==> config.mk <==
export PLATFORM = sky130hd
export DESIGN_NAME = calculator_alu
export DESIGN_NICKNAME = d
export VERILOG_FILES = /design/src/rtl/calculator_alu.sv
export SDC_FILE = /design/constraint.sdc
export NUM_CORES = 1
export LEC_CHECK = 0
export CORE_AREA = 2 2 135 137
export DETAILED_ROUTE_END_ITERATION = 7
export DIE_AREA = 0 0 137 139
export GPL_TIMING_DRIVEN = 1
export PLACE_DENSITY = 0.78
export SETUP_SLACK_MARGIN = 0.3
export SKIP_LAST_GASP = 1
export SLEW_MARGIN = 20
export SYNTH_ARGS = -nofsm -noshare
export SYNTH_HDL_FRONTEND = slang
export SYNTH_SLANG_ARGS = --single-unit
==> constraint.sdc <==
create_clock -name clk -period 4 [get_ports clk]
set_input_delay 0.4 -clock clk [delete_from_list [all_inputs] [get_ports clk]]
set_output_delay 0.4 -clock clk [all_outputs]
set_load 0.01 [all_outputs]
==> src/rtl/calculator_alu.sv <==
// Multi-cycle integer ALU: single-cycle ADD/SUB, iterative shift-add MUL and restoring DIV.
// Define CALC_ALU_OVERFLOW_EN to report overflow/carry/borrow on o_alu_error as well as divide-by-zero.
module calculator_alu #(
  parameter int DATA_WIDTH = 16
) (
  input  logic                  clk,
  input  logic                  rst_n,
  input  logic [DATA_WIDTH-1:0] i_alu_input_a,
  input  logic [DATA_WIDTH-1:0] i_alu_input_b,
  input  logic [1:0]            i_alu_input_op,
  input  logic                  i_alu_input_signed,
  input  logic                  i_alu_input_valid,
  output logic                  o_alu_input_ready,
  output logic [DATA_WIDTH-1:0] o_alu_result,
  output logic                  o_alu_error,
  output logic                  o_alu_result_valid,
  input  logic                  i_alu_result_ready
);

  localparam int W  = DATA_WIDTH;
  localparam int CW = $clog2(W);

  typedef enum logic [1:0] {IDLE, CALC, DONE} state_t;
  typedef enum logic [1:0] {OP_ADD = 2'b00, OP_SUB = 2'b01, OP_MUL = 2'b10, OP_DIV = 2'b11} op_t;

  state_t          state_q, state_d;
  logic            accept, go_calc, last, b_zero;
  op_t             op_q;
  logic            neg_q;
  logic [CW-1:0]   cnt_q;
  logic [2*W-1:0]  mcand_q, prod_q, prod_nxt;
  logic [W-1:0]    mplier_q, dvsr_q, quot_q, rem_q, quot_nxt, rem_nxt;
  logic [W:0]      shifted, rdiff;
  logic [W-1:0]    mag_res, calc_res, res_q;
  logic            err_q;
  logic            a_neg, b_neg;
  logic [W-1:0]    a_mag, b_mag, sum, diff;
  logic            add_ovf, sub_ovf, calc_ovf;

  // No handshake can happen while reset is held.
  assign accept  = (state_q == IDLE) && rst_n && i_alu_input_valid;
  assign b_zero  = (i_alu_input_b == '0);
  assign go_calc = (i_alu_input_op == OP_MUL) || ((i_alu_input_op == OP_DIV) && !b_zero);
  assign last    = (cnt_q == CW'(W - 1));

  assign o_alu_result = res_q;
  assign o_alu_error  = err_q;

  // NOTE: sequential state uses non-blocking assignments so every register samples pre-edge values.
  always_ff @(posedge clk) begin
    if (!rst_n) state_q <= IDLE;
    else        state_q <= state_d;
  end

  // NOTE: every output of a combinational block gets a default first, so no path infers a latch.
  always_comb begin
    state_d            = state_q;
    o_alu_input_ready  = 1'b0;
    o_alu_result_valid = 1'b0;
    unique case (state_q)
      IDLE: begin
        o_alu_input_ready = rst_n;
        if (accept) state_d = go_calc ? CALC : DONE;
      end
      CALC: if (last) state_d = DONE;
      DONE: begin
        o_alu_result_valid = 1'b1;
        if (i_alu_result_ready) state_d = IDLE;
      end
      default: state_d = IDLE;
    endcase
  end

  always_comb begin
    a_neg    = i_alu_input_signed & i_alu_input_a[W-1];
    b_neg    = i_alu_input_signed & i_alu_input_b[W-1];
    a_mag    = a_neg ? ('0 - i_alu_input_a) : i_alu_input_a;
    b_mag    = b_neg ? ('0 - i_alu_input_b) : i_alu_input_b;
    sum      = i_alu_input_a + i_alu_input_b;
    diff     = i_alu_input_a - i_alu_input_b;
    prod_nxt = prod_q + (mplier_q[0] ? mcand_q : '0);
    // Restoring step: the borrow out of the trial subtraction decides the quotient bit.
    shifted  = {rem_q, quot_q[W-1]};
    rdiff    = shifted - {1'b0, dvsr_q};
    rem_nxt  = rdiff[W] ? shifted[W-1:0] : rdiff[W-1:0];
    quot_nxt = {quot_q[W-2:0], ~rdiff[W]};
    mag_res  = (op_q == OP_MUL) ? prod_nxt[W-1:0] : quot_nxt;
    calc_res = neg_q ? ('0 - mag_res) : mag_res;
  end

  // NOTE: the iteration registers are always loaded on accept before use, so they carry no reset.
  always_ff @(posedge clk) begin
    if (accept) begin
      op_q     <= op_t'(i_alu_input_op);
      neg_q    <= i_alu_input_signed & (i_alu_input_a[W-1] ^ i_alu_input_b[W-1]);
      mcand_q  <= {{W{1'b0}}, a_mag};
      mplier_q <= b_mag;
      prod_q   <= '0;
      dvsr_q   <= b_mag;
      quot_q   <= a_mag;
      rem_q    <= '0;
      cnt_q    <= '0;
    end else if (state_q == CALC) begin
      cnt_q    <= cnt_q + CW'(1);
      mcand_q  <= mcand_q << 1;
      mplier_q <= mplier_q >> 1;
      prod_q   <= prod_nxt;
      quot_q   <= quot_nxt;
      rem_q    <= rem_nxt;
    end
  end

  // Result registers are written once per operation and hold through DONE.
  always_ff @(posedge clk) begin
    if (!rst_n) begin
      res_q <= '0;
      err_q <= 1'b0;
    end else if (accept && !go_calc) begin
      case (i_alu_input_op)
        OP_ADD:  begin res_q <= sum;  err_q <= add_ovf; end
        OP_SUB:  begin res_q <= diff; err_q <= sub_ovf; end
        default: begin res_q <= '0;   err_q <= 1'b1;    end
      endcase
    end else if ((state_q == CALC) && last) begin
      res_q <= calc_res;
      err_q <= calc_ovf;
    end
  end

`ifdef CALC_ALU_OVERFLOW_EN
  localparam logic [2*W-1:0] HALF     = {{W{1'b0}}, 1'b1, {(W-1){1'b0}}};
  localparam logic [W-1:0]   MOST_NEG = {1'b1, {(W-1){1'b0}}};

  logic sgn_q, div_ovf_q, mul_ovf;

  always_ff @(posedge clk) begin
    if (accept) begin
      sgn_q     <= i_alu_input_signed;
      div_ovf_q <= i_alu_input_signed && (i_alu_input_a == MOST_NEG) && (i_alu_input_b == '1);
    end
  end

  // A negative signed product may reach magnitude 2^(W-1); a positive one may not.
  always_comb begin
    add_ovf = i_alu_input_signed
            ? ((i_alu_input_a[W-1] == i_alu_input_b[W-1]) && (sum[W-1] != i_alu_input_a[W-1]))
            : (sum < i_alu_input_a);
    sub_ovf = i_alu_input_signed
            ? ((i_alu_input_a[W-1] != i_alu_input_b[W-1]) && (diff[W-1] != i_alu_input_a[W-1]))
            : (i_alu_input_a < i_alu_input_b);
    if (!sgn_q)     mul_ovf = |prod_nxt[2*W-1:W];
    else if (neg_q) mul_ovf = (prod_nxt > HALF);
    else            mul_ovf = (prod_nxt >= HALF);
    calc_ovf = (op_q == OP_MUL) ? mul_ovf : div_ovf_q;
  end
`else
  assign add_ovf  = 1'b0;
  assign sub_ovf  = 1'b0;
  assign calc_ovf = 1'b0;
`endif

endmodule
==> metrics.csv <==
stage,metric,value,unit
setup_path,crit_path_end_kind,register,
sta,drv_slew,0,
floorplan,die_w,137,um
sta,relSlewSlack,51.9,%
sta,period_minus_slack,3640,ps
setup_path,critical_path_class,register to register,
routing,dr.first_iter.drc_count,590,
finish,diodes,0,
clocking,clkSlewWorstSetupHoldPaths,60,ps
min_path,min_path_cells,2,
global_route,antenna_found_initial,0,
sta,setup_tns,0,ps
sta,clock_skew,8.79,ps
floorplan,num_rows,49,
outcome,outcome,finished clean,
setup_path,rr_worst_depth,13,
sta,hold_slack,471,ps
routing,vias_per_cell,5.87,
pwr,powerDensity,538,nW/um^2
global_route,grt_pass1_wl,37400,um
synth,synth_cells,1009,
clocking,cts-root-buf,clkbuf_16,
sta,setup_viol,0,
floorplan,ios,58,
synth,synth_nets,1101,
finish,syn_to_final_growth,20.0,%
synth,ys_types,77,
synth,async_flop_share,0,%
floorplan,die_h,139,um
global_route,grt.overflow.total,0,
routing,wl_per_cell,17.9,um
synth,yosysWarnings,0,
routing,ant_nets,0,
floorplan,die_area,19000,sq um
routing,drt_wl_total,23600,um
finish,layout_commonest_cell,nand2_1,
finish,stdcell_area,10300,sq um
finish,layout_common_cells,"nand2_1, nor2_1, edfxtp_1, a21oi_1, o21ai_0",
pwr,leakage,4.08,nW
sta,fmaxAchievable,0.275,GHz
global_route,grt_max_degree,53,
min_path,holdCritPathClass,register to register,
routing,drc,0,
clocking,cts_tree,done,
routing,firstDrtPassIters,5,
finish,nets,1165,
synth,synth_edf_count,67,
setup_path,worstPathRequired,4370,ps
placed_design,place_inst,1280,
global_route,grt_usage,25.0,%
synth,syn_avg_cell_area,8.53,sq um
clocking,numCtsBuffers,17,
floorplan,start_util,48.7,%
setup_path,start_kind,register,
global_route,grt_pass1_vias,7422,
clocking,cts_sinks,122,
pwr,vdd_ir_drop_max,0.374,mV
placed_design,io_buffers,57,
job,drv_cap,0,
placed_design,dpl_cell_area,9500,sq um
synth,ys_seq_area_share,36.2,%
clocking,cts_max_level,4,
clocking,clock_latency,430,ps
synth,ys.flop_type,edfxtp_1,
synth,synthesis.area,8600,sq um
routing,vias,7719,
setup_path,arrival,4000,ps
floorplan,core,17700,sq um
finish,final_core_util,58.4,%
clocking,cts-hold-fix-buffers,0,
placed_design,place_congestion,0.945,
sta,hold_violations,0,
sta,worst_pin_slew,719,ps
finish,layout.cells.non_filler,1315,
placed_design,hpwl,17100,um
synth,ys_seq_elements,122,
sta,rsz0062_at_grt,no,
clocking,cts_max_path_buffers,2,
finish,drive_gt1_share,10.5,%
setup_path,path_max_fanout,15,
sta,finalCritPeriodShare,91.0,%
[power by group]
| part | total, mW | internal [mW] | switching, mW |
|---|---|---|---|
| registers | 1.72 | 1.56 | 0.153 |
| clock network | 1.63 | 0.992 | 0.637 |
| logic | 2.20 | 0.948 | 1.25 |
[through the flow]
step	setup slack, ps	power [mW]
6_report	361	5.55
4_1_cts	310	5.42
3_5_place_dp	48.7	3.78
5_1_grt	284	5.87
3_3_place_gp	126	3.73
2_1_floorplan	737	3.24
[path summary, 6_finish.rpt]
path	startpoint	to	slack, ps
max	mplier_q[0]$_DFFE_PP_	o_alu_result[15]$_SDFFE_PN0P_	360
min	prod_q[10]$_SDFFE_PP0P_	prod_q[10]$_SDFFE_PP0P_	470
max reg2reg	mplier_q[0]$_DFFE_PP_	o_alu_result[15]$_SDFFE_PN0P_	360
min reg2reg	prod_q[10]$_SDFFE_PP0P_	prod_q[10]$_SDFFE_PP0P_	470
[layout make-up]
cell class                      instances  area [sq um]
Tap cell                              229           287
Fill cell                            1519          7340
Clock buffer                           17           425
Sequential cell                       122          3110
Clock inverter                         15           188
Inverter                               43           161
Multi-Input combinational cell        805          5360
Timing Repair Buffer                   84           786
[sequential cells by signal (all words and copies together) (netlist names)]
register	count
neg_q	1
quot_q	16
state_q	2
o_alu_error	1
op_q	2
mcand_q	16
cnt_q	4
prod_q	16
rem_q	16
dvsr_q	16
mplier_q	16
o_alu_result	16
[critical path, stage by stage (launching register included)]
cell	delay [ps]
edfxtp_1	410
buf_4	210
and2_1	170
ha_2	410
o21ai_1	150
o21a_4	280
o21ai_0	200
nand3_1	200
nor3_2	360
nand4_1	190
o41ai_2	400
xor2_1	330
o21ai_1	130
a21oi_2	140
[layer usage]
layer	share of wire (%)	track usage, %	up-vias
li1	-	-	3738
met1	44	32.4	3648
met2	48	42.1	287
met3	5.9	4.61	46
met4	2.0	7.54	0
met5	0	0	-
[logic make-up after synthesis]
logic type                 synth area share, %
adders and majority gates                 7.97
AOI/OAI and AO/OA                         20.8
DFF                                       36.2
buffers and inverters                     3.61
and+or+nand+nor                           20.5
xor gates and xnor gates                  9.54
muxes                                     1.32
[Yosys cell counts (31+ instances only)]
master,n,area [sq um]
dfxtp_1,55,1100
inv_1,42,158
edfxtp_1,67,2010
nand2_1,139,522
a21oi_1,66,330
o21a_1,37,278
o21ai_0,69,345
nand3_1,31,155
xnor2_1,46,403
xor2_1,45,394
ha_1,50,626
nor2_1,92,345
[what timing repair did]
action	in CTS	in global routing
pin swaps	3	12
buffers inserted	0	3
setup endpoints to repair	4	7
resized for setup	7	35
Power figures use the tool's default switching activity.
